<file path="config.mk">
export PLATFORM = sky130hd
export DESIGN_NAME = uart_rx
export DESIGN_NICKNAME = d
export VERILOG_FILES = /design/src/rtl/uart_rx.sv
export SDC_FILE = /design/constraint.sdc
export NUM_CORES = 1
export LEC_CHECK = 0
export ABC_AREA = 1
export CAP_MARGIN = 10
export CORE_MARGIN = 8
export CORE_UTILIZATION = 55
export CTS_CLUSTER_SIZE = 30
export DETAILED_ROUTE_END_ITERATION = 10
export GPL_TIMING_DRIVEN = 0
export PLACE_DENSITY = 0.87
export SLEW_MARGIN = 20
export SYNTH_ARGS = -nofsm -noshare
export SYNTH_HDL_FRONTEND = slang
export SYNTH_SLANG_ARGS = --single-unit
</file>
<file path="constraint.sdc">
create_clock -name clk -period 1.9 [get_ports clk]
set_input_delay 0.38 -clock clk [delete_from_list [all_inputs] [get_ports clk]]
set_output_delay 0.38 -clock clk [all_outputs]
set_load 0.03 [all_outputs]
</file>
<file path="src/rtl/uart_rx.sv">
// 8N1 UART receiver with mid-bit sampling and start-bit glitch rejection.
// Optional even parity bit when UART_RX_PARITY_EN is defined.
module uart_rx #(
  parameter int CLOCK_FREQ = 27_000_000,
  parameter int BAUD_RATE  = 115_200
) (
  input  logic       clk,
  input  logic       rst,
  input  logic       i_rx_pin,
  output logic [7:0] o_data,
  output logic       o_valid,
  output logic       o_frame_err,
  output logic       o_parity_err,
  output logic       o_busy
);

  localparam int CPB = CLOCK_FREQ / BAUD_RATE;
  localparam int CW  = $clog2(CPB);
  localparam logic [CW-1:0] LAST = CW'(CPB - 1);
  localparam logic [CW-1:0] HALF = CW'(CPB / 2 - 1);
  localparam logic [CW-1:0] ONE  = CW'(1);

  typedef enum logic [2:0] {
    IDLE,
    START,
    DATA,
`ifdef UART_RX_PARITY_EN
    PARITY,
`endif
    STOP,
    BREAK
  } state_t;

  state_t        state;
  logic          rx_m;
  logic          rx_s;
  logic [CW-1:0] cnt;
  logic [2:0]    idx;
  logic [7:0]    shreg;
  logic          par_bad;

  always_ff @(posedge clk) begin
    if (rst) begin
      rx_m <= 1'b1;
      rx_s <= 1'b1;
    end else begin
      rx_m <= i_rx_pin;
      rx_s <= rx_m;
    end
  end

  always_ff @(posedge clk) begin
    if (rst) begin
      state       <= IDLE;
      cnt         <= '0;
      idx         <= '0;
      shreg       <= '0;
      par_bad     <= 1'b0;
      o_data      <= 8'h00;
      o_valid     <= 1'b0;
      o_frame_err <= 1'b0;
      o_busy      <= 1'b0;
    end else begin
      o_valid     <= 1'b0;
      o_frame_err <= 1'b0;
      unique case (state)
        IDLE: begin
          cnt     <= '0;
          par_bad <= 1'b0;
          if (!rx_s) begin
            state  <= START;
            o_busy <= 1'b1;
          end
        end
        START: begin
          if (cnt == HALF) begin
            cnt <= '0;
            idx <= '0;
            if (rx_s) begin
              state  <= IDLE;
              o_busy <= 1'b0;
            end else begin
              state <= DATA;
            end
          end else begin
            cnt <= cnt + ONE;
          end
        end
        DATA: begin
          if (cnt == LAST) begin
            cnt        <= '0;
            shreg[idx] <= rx_s;
            idx        <= idx + 3'd1;
            if (idx == 3'd7) begin
`ifdef UART_RX_PARITY_EN
              state <= PARITY;
`else
              state <= STOP;
`endif
            end
          end else begin
            cnt <= cnt + ONE;
          end
        end
`ifdef UART_RX_PARITY_EN
        PARITY: begin
          if (cnt == LAST) begin
            cnt     <= '0;
            par_bad <= ^{shreg, rx_s};
            state   <= STOP;
          end else begin
            cnt <= cnt + ONE;
          end
        end
`endif
        STOP: begin
          // Leave at mid stop bit so the next start edge is caught promptly
          if (cnt == LAST) begin
            cnt <= '0;
            if (rx_s) begin
              if (!par_bad) begin
                o_data  <= shreg;
                o_valid <= 1'b1;
              end
              state  <= IDLE;
              o_busy <= 1'b0;
            end else begin
              o_frame_err <= 1'b1;
              state       <= BREAK;
            end
          end else begin
            cnt <= cnt + ONE;
          end
        end
        BREAK: begin
          if (rx_s) begin
            state  <= IDLE;
            o_busy <= 1'b0;
          end
        end
        default: begin
          state  <= IDLE;
          o_busy <= 1'b0;
        end
      endcase
    end
  end

`ifdef UART_RX_PARITY_EN
  always_ff @(posedge clk) begin
    if (rst) begin
      o_parity_err <= 1'b0;
    end else begin
      o_parity_err <= (state == STOP) && (cnt == LAST)
                      && rx_s && par_bad;
    end
  end
`else
  assign o_parity_err = 1'b0;
`endif

endmodule

</file>
==> results by stage, run 1 <==
Outcome:
- The flow ran to the end, and the final reports show no timing, DRC or antenna violations.

Pwr:
- For this design the static power due to leakage is 0.866 nW.
- For this design the ratio of total power to cell area is 1030 nW/um2.
- In this run the power spent charging and discharging nets is 0.785 mW.
- The internal portion of total power is 1.29 mW.
- The part of the power in the clock network is 26.1%.
- The combinational share of power is 32.3%.
- The share of total power in sequential cells is 41.7%.
- Net switching is 37.9% of the power.
- IR analysis of the VDD net gives a maximum drop of 0.560 mV.

Yosys:
- sky130_fd_sc_hd__dfxtp_1 takes more of the synthesized area than any other cell.
- The most frequent cell after synthesis is sky130_fd_sc_hd__nand2_1.
- The sequential cell area fraction in the yosys report is 40.1%.
- Synthesis inferred 35 register bits.
- The cell area after synthesis is 1750 um2.
- Among all flip-flop cells after synthesis, the most frequent one is sky130_fd_sc_hd__dfxtp_1.
- Counting distinct cell types in the post-synthesis netlist gives 31.
- The net count after synthesis is 248.
- The instance count of the mapped netlist is 240.
- After synthesis, the most frequently instantiated cells are 44 x sky130_fd_sc_hd__nand2_1, 35 x sky130_fd_sc_hd__dfxtp_1, 27 x sky130_fd_sc_hd__inv_1.
- The share of Yosys cell area claimed by the top area cell type is 40.1%.
- The count of flip-flops with a built-in enable after synthesis is 0.
- Sorting the synthesized cells by area gives the leading types as sky130_fd_sc_hd__dfxtp_1 40%, sky130_fd_sc_hd__nand2_1 9.5%, sky130_fd_sc_hd__a21oi_1 6.6%, sky130_fd_sc_hd__inv_1 5.8%, sky130_fd_sc_hd__nor2_1 4.7%.
- The synthesis warning total is 0.
- The post-synthesis average cell area is 7.28 um2.
- After synthesis, the share of flip-flops with an asynchronous set or reset is 0%.

Timing:
- The final number of max-transition violations is 0.
- The worst clock skew is 0.00676 ns.
- Adding up every negative setup slack in the final design gives 0 ns.
- After layout, the worst path uses 95.5% of the clock period.
- Setup repair after global routing left no endpoint under its margin.
- The minimum period implied by the final worst setup slack is 1.81 ns.
- The hold violation count in the final report is 0.
- The final setup violation count is 0.
- In this run the tightest slew margin relative to its limit is 65.7%.
- The pin slew with the least headroom to its limit is 0.515 ns.
- Timing would allow up to 0.551 GHz.

Floorplanning:
- In this run the count of I/O pins placed on the die edge is 15.
- From bottom edge to top edge, the die measures 72.4 um.
- The area of the placeable core is 3030 um2.
- The number of cell rows is 20.
- The floorplan step defined a die boundary enclosing 5240 um2.
- Once the floorplan was initialized, standard cells occupied 57.7% of the core.
- The horizontal die dimension is 72.4 um.

Placement:
- The placed wire-length estimate after detailed placement is 2.75 mm.
- The number of port buffers is 13.
- The cell area reported after detailed placement is 1930 um2.
- The weighted congestion reported at the end of routability-driven placement is 0.858.

Final layout:
- The footprint of the multi-input gates is 877 um2.
- The number of fillers in the final layout is 268.
- The final net count is 268.
- With fillers left out, the area of the finished cells amounts to 2010 um2.
- From synthesis to final layout, the design area changed by 15.3%.
- The flip-flop and latch area is 701 um2.
- The fraction of layout cells with a size suffix above 1 is 14.9%.
- The number of diodes is 0.

Worst hold path:
- Along the worst hold path, the cell count comes to 1.
- The worst hold path class is flip-flop to flip-flop.

Setup path:
- For this design, the slowest cell found on the critical path is sky130_fd_sc_hd__clkdlybuf4s50_1.
- The critical path is of the flip-flop to output pin type.
- The startpoint class of the critical path is a flip-flop.
- In this design, the largest share of critical-path delay is due to buffers and inverters.
- In this run the worst path has a maximum fanout of 2.
- Counting both buffers and inverters, the worst setup path holds a total of 1.
- The logic depth of the worst setup path including buffers is 1.
- The setup slack of the most critical reg-to-reg path is 0.21 ns.
- STA classifies the critical path endpoint as an output pin.
- The data required time at the worst endpoint is 1.52 ns.
- On the worst path, the slowest cell contributes a delay of 0.72 ns.
- The depth of the worst register-to-register path is 11.
- For the worst setup path, the data arrival time is 1.43 ns.
- Walking the worst path, the cells encountered are clkdlybuf4s50_1.

CTS:
- The clock slew at the register clock pins of the worst setup and hold paths is 0.11 ns.
- In this run the deepest clock path goes through 2 buffers.
- The number of levels in the clock H-tree is 2.
- The cell chosen for the clock root is sky130_fd_sc_hd__clkbuf_4.
- The CTS sink count is 35.
- The clock latency at the later pin of the worst-skew pair is 0.35 ns.
- Buffers added to address setup during post-CTS repair amount to 0.
- TritonCTS built the clock tree.
- Once the clock tree was built, the resizer swapped 0 gates to a different size.
- The post-cts hold buffer count is 0.
- The number of CTS-inserted buffers is 5.

Global route:
- The initial antenna violation count is 0.
- The maximum number of pins on one net before global-route repair is 13.
- After global routing the overflow that remains totals 0.
- The via count of the first global-routing pass is 1457.
- The first-pass GRT wire length is 6.53 mm.
- The overall global routing resource usage is 15.7%.

Detailed routing:
- For this run, design rule violations remaining after detail routing come to 0.
- Dividing the detail-routed wire length by the instance count gives 12.4 um.
- The number of nets still failing antenna checks after routing is 0.
- The via density per instance is 5.27.
- In this run, the number of DRC markers left after iteration 0 of detailed routing was 132.
- The first-pass detailed-route iteration total is 4.
- The final route contains 1606 vias.
- The total wirelength of the detailed-routed design is 3.79 mm.

Run:
- The number of max-capacitance violations reported is 0.
==> metrics by stage <==
stage	setup slack, ns	utilization (%)	power, mW	cells	hold WS (ns)
CTS	0.0750	66.5	2.07	305	0.437
global route	0.0333	66.5	2.20	305	0.457
global placement	0.192	63.8	1.51	297	0.392
finish	0.0857	66.5	2.07	305	0.431
floorplan	0.466	-	1.39	240	0.389
detailed placement	0.157	63.8	1.53	297	0.411
==> final timing paths <==
kind | start | end
setup / recovery | o_data[3] | o_data[3]
hold / removal | rx_m | rx_s
setup reg to reg | cnt[0] | cnt[4]
hold reg to reg | rx_m | rx_s
==> metal layers <==
| layer | share of wire (%) | track usage (%) | wire length (um) |
|---|---|---|---|
| met5 | 0 | 0 | 0 |
| met3 | 7.1 | 4.41 | 270 |
| met4 | 1.8 | 8.84 | 67 |
| met1 | 46 | 19.0 | 1730 |
| met2 | 45 | 24.4 | 1720 |
==> flip-flops by register name, indices dropped and copies added, names as in the netlist, 3 cells and up <==
name	count
cnt	8
idx	3
o_data	8
shreg	8
state	3
==> power by group through the flow <==
| stage | Sequential [mW] | Combinational, mW | Clock, mW |
|---|---|---|---|
| CTS | 0.860 | 0.662 | 0.547 |
| floorplan | 0.877 | 0.509 | 0 |
| detailed placement | 0.876 | 0.653 | 0 |
| global placement | 0.874 | 0.636 | 0 |
| finish | 0.862 | 0.668 | 0.540 |
| global route | 0.868 | 0.749 | 0.584 |
==> cell type report <==
cell class / count / area share (%)
Tap cell: 44 / 2.73
Clock inverter: 3 / 2.18
Buffer: 9 / 2.61
Timing Repair Buffer: 13 / 6.46
Inverter: 31 / 5.78
Clock buffer: 5 / 1.86
Sequential cell: 35 / 34.8
Multi-Input combinational cell: 165 / 43.6
==> kinds of logic after synthesis <==
| kind of cell | after synthesis | synth area share, % |
|---|---|---|
| AO/OA/AOI/OAI | 46 | 14.6 |
| buffers and inverters | 40 | 9.67 |
| AND/OR/NAND/NOR | 113 | 31.8 |
| flip-flops | 35 | 40.1 |
| adder cells (fa/ha/maj) | 5 | 3.58 |
| other | 1 | 0.215 |
==> cell usage in the layout (no fill, tap or decap), types with 2 or more instances in the layout <==
cell type	count
sky130_fd_sc_hd__o21ai_0	15
sky130_fd_sc_hd__nand2_4	2
sky130_fd_sc_hd__nor3_1	8
sky130_fd_sc_hd__nor2_2	5
sky130_fd_sc_hd__clkbuf_1	2
sky130_fd_sc_hd__nand3_1	11
sky130_fd_sc_hd__o21ai_1	3
sky130_fd_sc_hd__buf_2	3
sky130_fd_sc_hd__nand4_1	9
sky130_fd_sc_hd__or2_2	2
sky130_fd_sc_hd__nand2_2	5
sky130_fd_sc_hd__ha_1	5
sky130_fd_sc_hd__nor2_4	2
sky130_fd_sc_hd__clkdlybuf4s50_1	13
sky130_fd_sc_hd__dfxtp_1	35
sky130_fd_sc_hd__buf_4	2
sky130_fd_sc_hd__inv_2	4
sky130_fd_sc_hd__nand2_1	44
sky130_fd_sc_hd__clkbuf_4	5
sky130_fd_sc_hd__a21oi_1	23
sky130_fd_sc_hd__inv_1	27
sky130_fd_sc_hd__nor2_1	22
Power figures use the tool's default switching activity.
==> run 2, diff against run 1 <==
--- a/config.mk
+++ b/config.mk
@@ -8,11 +8,11 @@
 export ABC_AREA = 1
 export CAP_MARGIN = 10
 export CORE_MARGIN = 8
-export CORE_UTILIZATION = 55
+export CORE_UTILIZATION = 50
 export CTS_CLUSTER_SIZE = 30
 export DETAILED_ROUTE_END_ITERATION = 10
 export GPL_TIMING_DRIVEN = 0
-export PLACE_DENSITY = 0.87
+export PLACE_DENSITY = 0.82
 export SLEW_MARGIN = 20
 export SYNTH_ARGS = -nofsm -noshare
 export SYNTH_HDL_FRONTEND = slang
==> run 2 against run 1 <==
Register-to-register slack gained 0.06 ns. Final area is 1.3% higher. Wire length is 5.5% lower. Sequential share of layout area shrank 0.45 points. Utilization down 5.4 points. Critical path type unchanged. Non-clock buffer count stayed put.
==> results by stage, run 2 (synthesized netlist as in run 1, its figures left out) <==
Outcome:
- The run finished with clean final reports.

Setup path:
- The top cell family by delay on the critical path is buffers and inverters.
- Counting cells, the worst reg-to-reg path comes to 9.
- The critical path goes through clkdlybuf4s50_1.
- In this design, the stage delay of the slowest critical-path cell is 0.67 ns.
- Along the worst path, the maximum fanout reaches 2.
- The worst setup path is captured at an output pin.
- The logic depth of the worst setup path including buffers is 1.
- The data required time at the worst endpoint is 1.52 ns.
- STA classifies the critical path startpoint as a flip-flop.
- At the worst endpoint, the arrival time is 1.38 ns.
- Counting both buffers and inverters, the worst setup path holds a total of 1.
- The critical path is of the flip-flop to output pin type.
- The cell with the largest stage delay on the worst path is sky130_fd_sc_hd__clkdlybuf4s50_1.

Timing:
- The final number of max-transition violations is 0.
- Clock skew on the completed layout was measured at 0.0173 ns.
- At the pin with the least slew margin, the transition time is 0.515 ns.
- The setup TNS after final layout is 0 ns.
- The hold violation count in the final report was 0.
- Setup repair after global routing left no endpoint under its margin.
- Setup violations remaining at the end of the flow were counted as 0.
- For the finished layout, the period the worst path requires is 1.76 ns.
- The share of the clock period used by the worst path after layout is 92.5%.
- Headroom to the max-slew limit came out at 65.7%.
- Based on the critical path, the design can be clocked at up to 0.569 GHz.

CTS:
- The H-tree generated during clock tree synthesis spans 2 levels.
- The cell chosen for the clock root is sky130_fd_sc_hd__clkbuf_4.
- Clock latency on the worst-skew pair, taken at its later pin, is 0.35 ns.
- The clock slew at the register clock pins of the worst setup and hold paths is 0.12 ns.
- The CTS tree is yes.
- The maximum count of clock buffers along a single path is 2.
- Clock tree synthesis inserted a total of 5 buffers.
- Once the clock tree was built, the setup fixing pass inserted 0 buffers.
- The clock drives 35 sinks.
- The total of cells resized after clock tree synthesis is 0.
- The post-cts hold buffer count is 0.

Placement:
- The weighted congestion reported at the end of routability-driven placement is 0.924.
- In this run the tool buffered the top-level ports with 13 buffer cells.
- The cell area reported after detailed placement is 1930 um2.
- Once detailed placement completed, the half-perimeter wirelength came to 2.52 mm.

Detailed routing:
- The total met3 wirelength after detailed routing is 189 um.
- The routed design has 3.58 mm of wire.
- The detailed route wirelength on metal2 is 1.66 mm.
- The via density per instance is 5.15.
- The first-pass detailed-route iteration total is 4.
- The detailed router placed 1582 vias in this run.
- In the routed design, unresolved DRC markers number 0.
- The routed metal-1 wirelength is 1.68 mm.
- After detailed routing, no signal wire sits above met4.
- The wire length per cell is 11.6 um.
- Once detail routing completed, the nets flagged for antenna violations numbered 0.
- The number of DRC violations after detailed-routing iteration 0 is 122.

Final layout:
- The fraction of layout cells with a size suffix above 1 is 14.9%.
- The final layout contains 268 nets.
- From synthesis to final layout, the design area changed by 16.8%.
- Leaving out fill and tap cells, the most frequent cell in the layout is sky130_fd_sc_hd__nand2_1.
- Across the whole layout, storage elements account for 701 um2.
- The top cell types in the final layout, fill and taps aside, are 44 x sky130_fd_sc_hd__nand2_1, 35 x sky130_fd_sc_hd__dfxtp_1, 27 x sky130_fd_sc_hd__inv_1.
- The footprint of the multi-input gates is 877 um2.
- After routing the design area is 2040 um2.
- The number of fillers in the final layout is 311.
- The utilization of the core after routing is 61.1%.
- The number of antenna diodes in the final layout is 0.
- The largest registers in the layout are cnt (8), o_data (8), shreg (8).

Floorplanning:
- The number of cell rows is 21.
- Once the floorplan was initialized, standard cells occupied 52.3% of the core.
- The overall die height is 75.1 um.
- The core region is 3340 um2.
- During I/O placement, the number of pins put on the boundary was 15.
- The horizontal die dimension is 75.1 um.
- The total die area is 5640 um2.

Global route:
- The via count of the first global-routing pass is 1425.
- In the global route stage, overall resource usage came out at 14.1%.
- The first global-routing pass estimated 6.20 mm of wire.
- The total global routing overflow is 0.
- The maximum number of pins on one net before global-route repair is 13.
- The initial antenna violation count came to 0.

Pwr:
- VDD sags by at most 0.482 mV.
- Power spread over the standard cell area amounts to 1070 nW/um2.
- Summed over all cells, the static leakage comes to 0.872 nW.

Worst hold path:
- The cell count of the worst hold path is 1.
- The worst hold path class is flip-flop to flip-flop.

Run:
- The number of max-capacitance violations reported is 0.
run 2: layout make-up:
cell class	count	area share, %
Buffer	9	2.58
Clock buffer	5	1.84
Clock inverter	3	3.31
Inverter	31	5.71
Multi-Input combinational cell	165	43.0
Sequential cell	35	34.4
Tap cell	46	2.82
Timing Repair Buffer	13	6.38
run 2: worst paths after layout:
kind / start / end / slack [ns]
hold reg to reg: rx_m / rx_s / 0.42
setup / recovery: o_data[6] / o_data[6] / 0.14
setup reg to reg: cnt[0] / shreg[0] / 0.27
hold / removal: rx_m / rx_s / 0.42
run 2: stage by stage:
stage	cells	power, mW	hold WS [ns]	setup slack (ns)
5_1_grt	307	2.34	0.439	0.0776
2_1_floorplan	240	1.39	0.389	0.466
3_3_place_gp	299	1.51	0.401	0.215
4_1_cts	307	2.19	0.428	0.132
6_report	307	2.19	0.422	0.143
3_5_place_dp	299	1.52	0.403	0.170
run 2: power breakdown:
| part | switching [mW] | internal [mW] |
|---|---|---|
| Combinational | 0.437 | 0.219 |
| Sequential | 0.0693 | 0.790 |
| Clock | 0.263 | 0.409 |
run 2: routing by layer:
| layer | global-route usage [%] | up-vias |
|---|---|---|
| met5 | 0 | - |
| met3 | 3.99 | 6 |
| met2 | 22.6 | 41 |
| met4 | 6.52 | 0 |
| met1 | 17.0 | 711 |
| li1 | - | 824 |
